==> src/rtl/alu_result_buffer.sv <==
// Two-entry result FIFO between the ALU and writeback stages.
// Branch decision is resolved at push time and carried with each entry.
module alu_result_buffer #(
    localparam int unsigned W_DATA = 16,
    localparam int unsigned W_RD   = 3,
    localparam int unsigned W_CNT  = 2,
    localparam int unsigned DEPTH  = 2
) (
    input  logic              clk,
    input  logic              reset_n,
    input  logic              in_valid,
    output logic              in_ready,
    input  logic [W_DATA-1:0] in_y,
    input  logic              in_cout,
    input  logic              in_zero,
    input  logic [W_RD-1:0]   in_rd,
    input  logic              in_regwrite,
    input  logic              in_beq,
    input  logic              in_bne,
    input  logic              flush,
    output logic              out_valid,
    input  logic              out_ready,
    output logic [W_DATA-1:0] out_y,
    output logic              out_cout,
    output logic              out_zero,
    output logic              out_regwrite,
    output logic              out_branch_taken,
    output logic [W_RD-1:0]   out_rd,
    output logic              flag_c,
    output logic              flag_z,
    output logic [W_CNT-1:0]  count
);

    typedef struct packed {
        logic [W_DATA-1:0] y;
        logic              cout;
        logic              zero;
        logic [W_RD-1:0]   rd;
        logic              regwrite;
        logic              branch_taken;
    } entry_t;

    entry_t             r_head;
    entry_t             r_tail;
    entry_t             w_head_nxt;
    entry_t             w_tail_nxt;
    entry_t             w_in_entry;
    logic [W_CNT-1:0]   r_count;
    logic [W_CNT-1:0]   w_count_nxt;
    logic               r_flag_c;
    logic               r_flag_z;
    logic               w_flag_c_nxt;
    logic               w_flag_z_nxt;
    logic               w_push;
    logic               w_pop;

    // Handshake qualifiers depend only on the registered occupancy.
    assign in_ready  = (r_count != W_CNT'(DEPTH));
    assign out_valid = (r_count != W_CNT'(0));
    assign w_push    = in_valid & in_ready;
    assign w_pop     = out_valid & out_ready;

    assign w_in_entry = '{
        y:            in_y,
        cout:         in_cout,
        zero:         in_zero,
        rd:           in_rd,
        regwrite:     in_regwrite,
        branch_taken: (in_beq & in_zero) | (in_bne & ~in_zero)
    };

    // Next-state: flush wins; a push that coincides with the last pop lands in head.
    always_comb begin
        w_head_nxt   = r_head;
        w_tail_nxt   = r_tail;
        w_count_nxt  = r_count;
        w_flag_c_nxt = r_flag_c;
        w_flag_z_nxt = r_flag_z;
        if (flush) begin
            w_count_nxt = W_CNT'(0);
        end else begin
            case (r_count)
                W_CNT'(0): begin
                    if (w_push) begin
                        w_head_nxt  = w_in_entry;
                        w_count_nxt = W_CNT'(1);
                    end
                end
                W_CNT'(1): begin
                    if (w_push && w_pop) begin
                        w_head_nxt = w_in_entry;
                    end else if (w_push) begin
                        w_tail_nxt  = w_in_entry;
                        w_count_nxt = W_CNT'(2);
                    end else if (w_pop) begin
                        w_count_nxt = W_CNT'(0);
                    end
                end
                W_CNT'(2): begin
                    if (w_pop) begin
                        w_head_nxt  = r_tail;
                        w_count_nxt = W_CNT'(1);
                    end
                end
                default: w_count_nxt = W_CNT'(0);
            endcase
            if (w_push) begin
                w_flag_c_nxt = in_cout;
                w_flag_z_nxt = in_zero;
            end
        end
    end

    always_ff @(posedge clk or negedge reset_n) begin
        if (!reset_n) begin
            r_head   <= '0;
            r_tail   <= '0;
            r_count  <= '0;
            r_flag_c <= 1'b0;
            r_flag_z <= 1'b0;
        end else begin
            r_head   <= w_head_nxt;
            r_tail   <= w_tail_nxt;
            r_count  <= w_count_nxt;
            r_flag_c <= w_flag_c_nxt;
            r_flag_z <= w_flag_z_nxt;
        end
    end

    assign out_y            = r_head.y;
    assign out_cout         = r_head.cout;
    assign out_zero         = r_head.zero;
    assign out_rd           = r_head.rd;
    assign out_regwrite     = r_head.regwrite;
    assign out_branch_taken = r_head.branch_taken;
    assign flag_c           = r_flag_c;
    assign flag_z           = r_flag_z;
    assign count            = r_count;

endmodule

==> config.mk <==
export PLATFORM = sky130hd
export DESIGN_NAME = alu_result_buffer
export DESIGN_NICKNAME = d
export VERILOG_FILES = /design/src/rtl/alu_result_buffer.sv
export SDC_FILE = /design/constraint.sdc
export NUM_CORES = 1
export LEC_CHECK = 0
export ABC_AREA = 0
export CORE_AREA = 2 2 81 83
export CTS_CLUSTER_DIAMETER = 100
export DETAILED_ROUTE_END_ITERATION = 12
export DIE_AREA = 0 0 83 85
export GPL_ROUTABILITY_DRIVEN = 0
export PLACE_DENSITY = 0.7
export SLEW_MARGIN = 10
export SYNTH_ARGS = -nofsm -noshare
export SYNTH_HDL_FRONTEND = slang
export SYNTH_SLANG_ARGS = --single-unit
==> constraint.sdc <==
create_clock -name clk -period 1.6 [get_ports clk]
set_input_delay 0.32 -clock clk [delete_from_list [all_inputs] [get_ports clk]]
set_output_delay 0.32 -clock clk [all_outputs]
set_load 0.005 [all_outputs]
Word-level counts from Yosys, hierarchy flattened. Index checks and enable logic that the tools add are counted.

Bits in registers: 50. Input bits: 29. Output and inout port bits: 29. Logic and storage cells: 52.

Equal/unequal tests: 10. Mux-type cells: 11. Bitwise operators: 8. Reduce and logical (&&, ||, !) cells: 8.

Operators with widths (number): $mux 23 (3); $pmux 23 s3 (1); $mux 2 (6); $ne 3x3->1 const B (3); $ne 2x2->1 const B (4); $reduce_and 4->1 (2); $pmux 2 s3 (1); $reduce_and 5->1 (1); $and 1x1->1 (4); $ne 4x4->1 const B (1); $not 1->1 (3); $reduce_bool 3->1 (1); $eq 2x1->1 const B (1); $eq 2x2->1 const B (1); $logic_not 2->1 (1); $reduce_and 2->1 (1); $reduce_bool 2->1 (1); $logic_and 1x1->1 (1); $or 1x1->1 (1).

Longest topological paths before layout.
Word-level depth: 7. Depth in mapped cells: 6. Mapped depth without buffers: 4.

Worst setup path before layout. OpenSTA, ideal clock, no wires.

Path kind: register to register. Start: register r_count[1] (netlist: count[1]). End: register r_head, in the netlist out_rd[0]. Library setup time: 0.125 ns. Data arrival time: 1.477 ns. Data required time: 1.475 ns. Setup slack: -0.002 ns. Cell stages (with the launch flop): 6. Buffers on the path: 2. Clock period less this slack: 1.602 ns. Path through: dfrtp_1 nor2b_1 buf_6 buf_6 mux2_4 mux2_4.

Word-level cells in the longest chain between the ends: 5. Elaborated cells on any way between the ends: 14. Classes of those cells: 6 x eq/ne; 1 x mux; 2 x bitwise; 5 x reduce/logical.

Ends and longest elaborated chain: start, declared (line 48) `logic [W_CNT-1:0] r_count;`; start signal, assigned (line 124) `r_count <= w_count_nxt;`; $ne 2x2->1 or $reduce_bool 2->1 (tied branches) (line 58, 59); $and 1x1->1, on equally long branches (line 60, 61); $logic_and 1x1->1 (line 90) `if (w_push && w_pop) begin`; $ne 2x2->1 (no source line); $reduce_and 5->1 (no source line); end signal, assigned (line 122) `r_head <= w_head_nxt;`; end, declared (line 43) `entry_t r_head;`.

Several ways; a longest one is shown, not always the timed one. A chain may end at the register's enable or synchronous reset.

Worst setup path after layout.
Start: register r_count[0] (netlist: count[0]). End: register r_head, in the netlist out_y[7].

Same word-level chain as after synthesis.

==> results.py <==
metrics = {
    "pwr": {
        "swShare": 0.241,
        "power.density_mw_per_mm2": 1030,
        "p_clk_frac": 0.218,
        "leakage_nw": 1.52,
        "peakVddDrop_uv": 500,
        "seq_power_share": 0.493,
        "p_int_mw": 2.66,
        "p_switching_uw": 845,
        "p_comb_frac": 0.289,
    },
    "grt": {
        "grt-ovfl-total": 0,
        "grt_pass1_wl_mm": 7.31,
        "track_usage": 0.132,
        "grt_max_degree": 51,
        "antenna_found_initial": 0,
        "grt_pass1_vias": 1519,
    },
    "final_layout": {
        "final_cells": 305,
        "mostFrequentLayoutCells": "mux2_4, clkdlybuf4s50_1, dfrtp_1",
        "antennaDiodeCount": 0,
        "syn2layout_area_growth_pct": 42.9,
        "final_design_area_no_fill_mm2": 0.00341,
        "final_common_cell": "mux2_4",
        "nets": 256,
        "drive_above_1_share": 0.461,
    },
    "worst_setup_path": {
        "crit_fanout": 10,
        "reg2reg_to": "out_y[7]",
        "reg2reg_depth": 5,
        "reg2reg_slack_ns": -0.05,
        "worstPathArrival_ns": 1.84,
        "end_kind": "flop",
        "cp.required_ns": 1.79,
        "start_kind": "flop",
        "worstSetupPathType": "reg -> reg",
        "rr_startpoint": "count[0]",
    },
    "detailed_routing": {
        "wire_per_inst_um": 15.8,
        "route.antenna.remaining_nets": 0,
        "vias_per_cell": 4.70,
        "vias": 1432,
        "drtIter0Drc": 45,
        "routed_wl_mm": 4.83,
        "dr.pass1.iters": 4,
        "drc": 0,
    },
    "cts": {
        "cts_tree": "done",
        "cts.sinks": 50,
        "cts_buffer_depth": 2,
        "clk_pin_slew_ns": 0.09,
        "clk-insertion-delay-late_ns": 0.30,
        "cts.htree.levels": 2,
        "root_buffer": "clkbuf_8",
        "numCtsBuffers": 5,
    },
    "sta": {
        "finalCriticalPeriod_ns": 1.65,
        "max_freq_ghz": 0.606,
        "slew_headroom": 0.766,
        "tightest_slew_ns": 0.350,
        "slew_viol_final": 0,
        "fin_ws_ns": -0.0500,
        "setup_viol": 41,
        "rsz0062_at_grt": "yes",
        "finalHoldViolCount": 0,
        "finalCritPeriodShare": 1.03,
        "skew_ns": 0.00702,
    },
    "floorplan": {
        "top_level_ports": 58,
        "die_x_um": 83,
        "start_util": 0.385,
        "die_area_mm2": 0.00706,
        "dieHeight_um": 85,
        "coreArea_mm2": 0.00620,
        "rows": 29,
    },
    "min_path": {
        "min_from": "out_y[9]",
        "hold_depth": 1,
        "hold_path_end": "out_y[9]",
        "hold_class": "reg -> reg",
    },
    "place": {
        "dp_hpwl_mm": 3.08,
        "portBuffers": 57,
        "placed_cell_area_mm2": 0.00313,
        "dp.cells": 287,
    },
    "synthesis": {
        "synth_area_mm2": 0.00239,
        "synthesis.nets": 177,
        "synth_cells": 148,
        "synth_cell_types": 22,
        "yosysSeqAreaShare": 0.524,
        "ys_seq_elements": 50,
        "yosysWarnings": 0,
        "avgSynthCellArea_um2": 16.1,
    },
    "job": {
        "max_cap_violations": 0,
    },
    "outcome": {
        "status": "complete, but fails checks",
        "violations": "setup timing",
    },
}
critical path: stages (launching register included):
cell      delay [ns]
dfrtp_2         0.45
buf_6           0.13
nand3b_1        0.20
a21oi_4         0.23
buf_8           0.18
mux2_2          0.34
flip-flops by register name, indices dropped and copies added (netlist names), 2 cells and up:
name    flops
count       2
r_tail     23
out_y      16
out_rd      3
how the worst max path moves through the flow:
stage	startpoint	endpoint	slack, ns	cells after the start
after global routing	count[0]	out_y[6]	-0.11	5
after floorplan	count[1]	out_rd[0]	0.05	5
after detailed placement	out_ready	out_branch_taken	-0.37	6
after CTS	count[0]	out_y[9]	-0.07	6
final	count[0]	out_y[7]	-0.05	5
after global placement	out_ready	out_branch_taken	-0.34	6
stage by stage:
step                      hold slack [ns]  total power, mW  setup TNS (ns)  setup WS, ns  utilization
final                               0.495             3.50          -0.945       -0.0500        0.550
after global routing                0.524             3.69           -2.98        -0.113        0.550
after CTS                           0.495             3.40           -1.05       -0.0706        0.537
after detailed placement            0.329             2.60          -14.94        -0.373        0.505
after global placement              0.329             2.57          -14.02        -0.344        0.505
after floorplan                    0.0244             2.11               0        0.0488            -
Yosys cell counts, drive strengths merged:
cell,n,area [um2]
nor3b,1,18.8
mux2i,1,10.0
o21a,1,7.51
nor2,2,7.51
nand2b,1,6.26
nor3,1,5.00
nor2b,2,20.0
nand3b,2,15.0
o21ai,1,5.00
dfrtp,50,1250
a21oi,4,31.3
nand2,3,13.8
or2,1,6.26
o22a,1,8.76
buf,7,78.8
inv,1,3.75
mux2,69,897
power by group through the flow:
stage / registers (mW) / clock network, mW / logic, mW
6_report: 1.73 / 0.762 / 1.01
5_1_grt: 1.77 / 0.837 / 1.08
4_1_cts: 1.72 / 0.783 / 0.902
3_5_place_dp: 1.74 / 0 / 0.861
3_3_place_gp: 1.73 / 0 / 0.841
2_1_floorplan: 1.71 / 0 / 0.399
routing by layer:
metal / global-route usage / routed length (um)
met1: 0.157 / 2230
met2: 0.232 / 2380
met3: 0.0311 / 165
met4: 0.0492 / 52
met5: 0 / 0
final cells by class:
class                      count  area (um2)
multi-input combinational     90        1160
clock buffer                   7        86.3
tap                           77        96.3
sequential                    50        1250
inverter                       1        3.75
fill                         500        2790
timing repair buffer          79         808
clock inverter                 1        5.00
timing repair:
item                                   in CTS  in global routing
hold buffers                                1                  0
gates resized for setup                    14                 26
pin swaps                                   0                  1
endpoints found under the hold margin      12                  0
setup endpoints to repair                  25                 46
cloned                                      1                  2
setup buffers                               6                  3
cell families (layout without fill, tap and decap cells):
kind of cell | count (synthesis) | count (layout) | share of synthesized area
muxes | 70 | 70 | 0.380
AOI/OAI and AO/OA | 7 | 7 | 0.0220
buffers and inverters | 8 | 88 | 0.0346
and+or+nand+nor | 13 | 13 | 0.0388
DFF | 50 | 50 | 0.524
(Power assumes the default switching activity.)
